`src/rtl/bifrost_pkg.sv`:
```
// bifrost_pkg: sequencer state encoding, default parameters and counter sizing helper
package bifrost_pkg;
    typedef enum logic [2:0] {
        IDLE,
        BOOT,
        HANDOVER,
        RST_HOLD,
        RUN,
        FAULT
    } state_t;
    localparam int DEF_DIV_LOG2     = 2;
    localparam int DEF_RESET_CYCLES = 8;
    localparam int DEF_BOOT_TIMEOUT = 1048576;
    function automatic int cnt_width(input int n);
        return (n < 1) ? 1 : $clog2(n + 1);
    endfunction
endpackage

```
`src/rtl/clkdiv.sv`:
```
// clkdiv: free-running divide-by-2^(DIV_LOG2+1) clock; rise/fall strobes lead the clk_out edge by one
// cycle, so anything registered on a strobe changes together with clk_out.
module clkdiv
    import bifrost_pkg::*;
#(
    parameter int DIV_LOG2 = DEF_DIV_LOG2
) (
    input  logic clock,
    input  logic clear,
    output logic clk_out,
    output logic rise,
    output logic fall
);
    localparam int W = DIV_LOG2 + 1;
    localparam logic [W-1:0] HALF_M1 = W'((1 << DIV_LOG2) - 1);
    logic [W-1:0] div;
    always_ff @(posedge clock) begin
        div <= clear ? '0 : div + 1'b1;
    end
    assign clk_out = div[W-1];
    assign rise    = !clear && (div == HALF_M1);
    assign fall    = !clear && (&div);
endmodule

```
`src/rtl/cpu_sequencer.sv`:
```
// cpu_sequencer: boot loader handover, 6502 clock/reset sequencing and boot timeout.
// Define SINGLE_STEP_EN to build the RDY single-step logic; otherwise cpu_rdy is tied high.
module cpu_sequencer
    import bifrost_pkg::*;
#(
    parameter int DIV_LOG2     = DEF_DIV_LOG2,
    parameter int RESET_CYCLES = DEF_RESET_CYCLES,
    parameter int BOOT_TIMEOUT = DEF_BOOT_TIMEOUT
) (
    input  logic clock,
    input  logic reset,
    output logic boot_start,
    input  logic boot_done,
    output logic busen,
    output logic cpu_clk,
    output logic cpu_reset_n,
    output logic cpu_rdy,
    input  logic step_mode,
    input  logic step_req,
    output logic fault
);
    localparam int TW = cnt_width(BOOT_TIMEOUT);
    localparam int RW = cnt_width(RESET_CYCLES);
    localparam logic [TW-1:0] T_MAX  = TW'(BOOT_TIMEOUT);
    localparam logic [RW-1:0] R_MAX  = RW'(RESET_CYCLES);
    localparam logic [RW-1:0] R_LAST = RW'(RESET_CYCLES - 1);

    state_t state, state_nxt;
    logic [TW-1:0] tcnt;
    logic [RW-1:0] rcnt;
    logic ho;
    logic running, div_clear, clk_rise, clk_fall;
    logic boot_first, timeout;

    assign running    = (state == RST_HOLD) || (state == RUN);
    assign div_clear  = reset || !running;
    assign boot_first = (tcnt == TW'(1));
    assign timeout    = (tcnt == T_MAX);

    clkdiv #(.DIV_LOG2(DIV_LOG2)) u_clkdiv (
        .clock  (clock),
        .clear  (div_clear),
        .clk_out(cpu_clk),
        .rise   (clk_rise),
        .fall   (clk_fall)
    );

    always_comb begin
        state_nxt = state;
        case (state)
            IDLE:     state_nxt = BOOT;
            BOOT:     state_nxt = (!boot_first && boot_done) ? HANDOVER : timeout ? FAULT : BOOT;
            HANDOVER: state_nxt = ho ? RST_HOLD : HANDOVER;
            RST_HOLD: state_nxt = (clk_fall && rcnt == R_LAST) ? RUN : RST_HOLD;
            default:  state_nxt = state;
        endcase
    end

    // tcnt holds the 1-based index of the current BOOT cycle
    always_ff @(posedge clock) begin
        if (reset) begin
            state <= IDLE;
            tcnt  <= '0;
            rcnt  <= '0;
            ho    <= 1'b0;
        end else begin
            state <= state_nxt;
            tcnt  <= (state == IDLE) ? TW'(1) : (state == BOOT && !timeout) ? tcnt + 1'b1 : tcnt;
            ho    <= (state == HANDOVER) && !ho;
            rcnt  <= !running ? '0 : (clk_fall && rcnt != R_MAX) ? rcnt + 1'b1 : rcnt;
        end
    end

    assign boot_start  = (state == BOOT) && boot_first;
    assign busen       = running;
    assign cpu_reset_n = (state == RUN);
    assign fault       = (state == FAULT);

`ifdef SINGLE_STEP_EN
    logic rdy, pend;
    // requests arriving while a step is pending or executing merge into it
    always_ff @(posedge clock) begin
        if (reset || state != RUN) begin
            rdy  <= 1'b1;
            pend <= 1'b0;
        end else if (clk_rise) begin
            rdy  <= !step_mode || pend;
            pend <= step_mode && !pend && step_req;
        end else begin
            pend <= pend || (step_req && !rdy);
        end
    end
    assign cpu_rdy = rdy;
`else
    logic unused_step;
    assign unused_step = ^{step_mode, step_req, clk_rise};
    assign cpu_rdy = 1'b1;
`endif
endmodule

```
`config.mk`:
```
export PLATFORM = sky130hd
export DESIGN_NAME = cpu_sequencer
export DESIGN_NICKNAME = d
export VERILOG_FILES = /design/src/rtl/bifrost_pkg.sv /design/src/rtl/clkdiv.sv /design/src/rtl/cpu_sequencer.sv
export SDC_FILE = /design/constraint.sdc
export NUM_CORES = 1
export LEC_CHECK = 0
export BUFFER_PORTS_ARGS = -buffer_cell sky130_fd_sc_hd__clkbuf_2
export CORE_UTILIZATION = 53
export DETAILED_ROUTE_END_ITERATION = 10
export HOLD_SLACK_MARGIN = 0.05
export PLACE_DENSITY = 0.85
export SLEW_MARGIN = 0
export SYNTH_ARGS = -nofsm -noshare
export SYNTH_HDL_FRONTEND = slang
export SYNTH_SLANG_ARGS = --single-unit
```
`constraint.sdc`:
```
create_clock -name clock -period 2.5 [get_ports clock]
set_clock_uncertainty 0.2 [all_clocks]
set_input_delay 0.125 -clock clock [delete_from_list [all_inputs] [get_ports clock]]
set_output_delay 0.125 -clock clock [all_outputs]
set_load 0.01 [all_outputs]
```
==> reports/qor.csv <==
stage,metric,value,unit
synth,Synthesized Nets,216,
worst_hold_path,Min-Delay Path Class,flip-flop to flip-flop,
synth,register area share after synthesis,37.13,%
setup_path,slowest library cell on the worst path,or4b_4,
synth,main area contributors after synthesis,"dfxtp_1, ha_1, nand2_1",
setup_path,CP required,2.56,ns
synth,"Distinct cells, synth",43,
place,dpl cell area,1788,sq um
layout,Finished Cell Area,1874,sq um
layout,layout cell share with drive strength beyond 1,12.90,%
power,Lkg Pwr,0.6955,nW
place,Post-DP HPWL,2382,um
synth,syn_area_per_cell,8.458,sq um
drt,"antenna viol nets, final",0,
cts,Inserted Clock Buffers,5,
global_routing,initial antenna violation count,0,
cts,CTS root buf,clkbuf_4,
flow_run,max-cap violations,0,
setup_path,"slowest stage delay, CP",0.56,ns
drt,Residual DRC,0,
setup_path,Worst setup EP type,flip-flop,
setup_path,critical path arrival,2.52,ns
synth,Synth async-reset ratio,0,%
timing,hold violation total from the final report,0,
cts,H-Tree Depth,2,
drt,Pre-antenna DRT Iters,4,
layout,"Area growth, synth to finish",8.630,%
synth,"Primary FF master, synth",dfxtp_1,
cts,clock transition at the registers of the reported paths,0.10,ns
drt,routed wire length,3403,um
global_routing,Congestion Overflow GR,0,
timing,hold_ws,0.2432,ns
floorplan,core area,3078,sq um
setup_path,CP Cell Sequence,or4_4 > or4b_4 > or4_1 > a211oi_2,
cts,CTS tree,built,
drt,Routed wire per std cell,13.04,um
timing,Final Max Slew Viols,0,
synth,Post-Syn Area,1725,sq um
layout,Final Util,60.89,%
floorplan,die width,59.06,um
cts,clk_lat worst skew,0.34,ns
layout,fillcell total,272,
global_routing,gr usage total,22.77,%
drt,DRT iter0 DRCs,51,
timing,Fmax,0.4069,GHz
drt,vias per cell,5.751,
floorplan,Die ar.,3487,sq um
power,total power per unit cell area,485.6,nW/um^2
place,Port Buffers,7,
floorplan,Die Ht,59.06,um
layout,"commonest non-fill, non-tap cell in the layout",dfxtp_1,
synth,Post-synth EDFFs,0,
timing,# setup viols final,0,
drt,Via Count,1501,
global_routing,first-pass GRT wire length,5996,um
synth,top cell type's share of synthesized area,37.13,%
floorplan,Site Rows,20,
power,Tot Pwr,0.9101,mW
power,peak supply drop,0.0003639,V
layout,nets,228,
setup_path,worst-path maximum fanout,6,
setup_path,kind of critical path,flip-flop to flip-flop,
synth,Seq cells post-synth,32,
synth,Yosys top cell by area,dfxtp_1,
synth,Synth Warn #,0,
floorplan,effective utilization at floorplan,56.06,%
global_routing,vias in the first global route,1380,
place,GP Congestion,0.7952,
run_status,outcome,finished clean,
timing,min Tclk post-route,2.457,ns
layout,diode count,0,
cts,CTS sink count,32,
synth,cell count after synthesis,204,
floorplan,Top Ports,11,
layout,Non-Filler Instances,261,
timing,Tcrit/Tclk final,98.30,%
layout,most frequent cells in the layout,"dfxtp_1, nand2_1, nor2_1",
global_routing,largest net degree at the start of global routing,19,
cts,Clock Path Buffers,2,
place,placed cells,251,
setup_path,Setup crit start kind,flip-flop,
cts,Setup Buffers After CTS,0,
cell type report:
cell class,count,area [sq um],area share [%]
multi-input cells,156,998.5,53.27
flip-flops and latches,32,640.6,34.18
repair buffers,14,92.59,4.940
well taps,44,55.05,2.937
clock buffers,6,51.30,2.737
inverters,7,26.28,1.402
clock inverters,2,10.01,0.5340
critical path: cells and delay by family, from the launching register on:
kind	cells	cell delay, ns
simple gates	3	1.61
compound gates	1	0.20
flops	1	0.37
flip-flops by register name, indices dropped and copies added (netlist names):
| name | flops |
|---|---|
| u_clkdiv.div | 3 |
| rcnt | 4 |
| ho | 1 |
| tcnt | 21 |
| state | 3 |
stage by stage:
step / setup TNS (ns) / setup WS (ns)
finish: 0 / 0.04255
detailed placement: 0 / 0.08376
floorplan: 0 / 0.1832
CTS: 0 / 0.09994
global placement: 0 / 0.1434
global route: -0.02713 / -0.02713
logic make-up (layout without fill, tap and decap cells):
logic type / after synthesis / count (layout) / share of synthesized area, %
buffers and inverters: 16 / 29 / 5.293
flip-flops: 32 / 32 / 37.13
AND/OR/NAND/NOR: 102 / 102 / 33.43
other: 1 / 1 / 0.2173
adder cells (fa/ha/maj): 7 / 7 / 5.076
XOR/XNOR: 8 / 8 / 4.061
AO/OA/AOI/OAI: 35 / 35 / 13.05
multiplexers: 3 / 3 / 1.740
metal layers:
layer	track usage, %	vias to the layer above	share of wire (%)
li1	-	775	-
met5	0	-	0
met2	37.18	13	48
met4	6.803	0	1.2
met1	29.10	708	48
met3	6.769	5	2.7
synthesized netlist by cell type (all sizes together), types with 2 or more instances:
cell    number
clkbuf       4
o31ai        5
and2         5
or3          5
nor3         3
o211ai       4
buf          5
and3         5
nand2b       2
nor3b        3
nand2       19
nor2        18
nor4         5
and4         4
a21oi       14
or4         11
mux2i        3
nand3        8
o21ai        5
xor2         6
dfxtp       32
nand4        9
ha           7
inv          7
xnor2        2
path summary, 6_finish.rpt:
kind                    from         endpoint  slack [ns]  cells past startpoint
min          u_clkdiv.div[0]  u_clkdiv.div[0]        0.24                      1
min reg2reg  u_clkdiv.div[0]  u_clkdiv.div[0]        0.24                      1
max                  tcnt[2]         state[2]        0.04                      4
max reg2reg          tcnt[2]         state[2]        0.04                      4
what timing repair did:
action	CTS	global route
hold buffers	2	0
endpoints found under the setup margin	0	1
gates resized for setup	0	1
endpoints found under the hold margin	6	0
report_power, final:
group / switching [mW] / internal, mW
clock: 0.178 / 0.134
sequential: 0.00832 / 0.516
combinational: 0.0438 / 0.0298
total: 0.231 / 0.680
(Power assumes the default switching activity.)
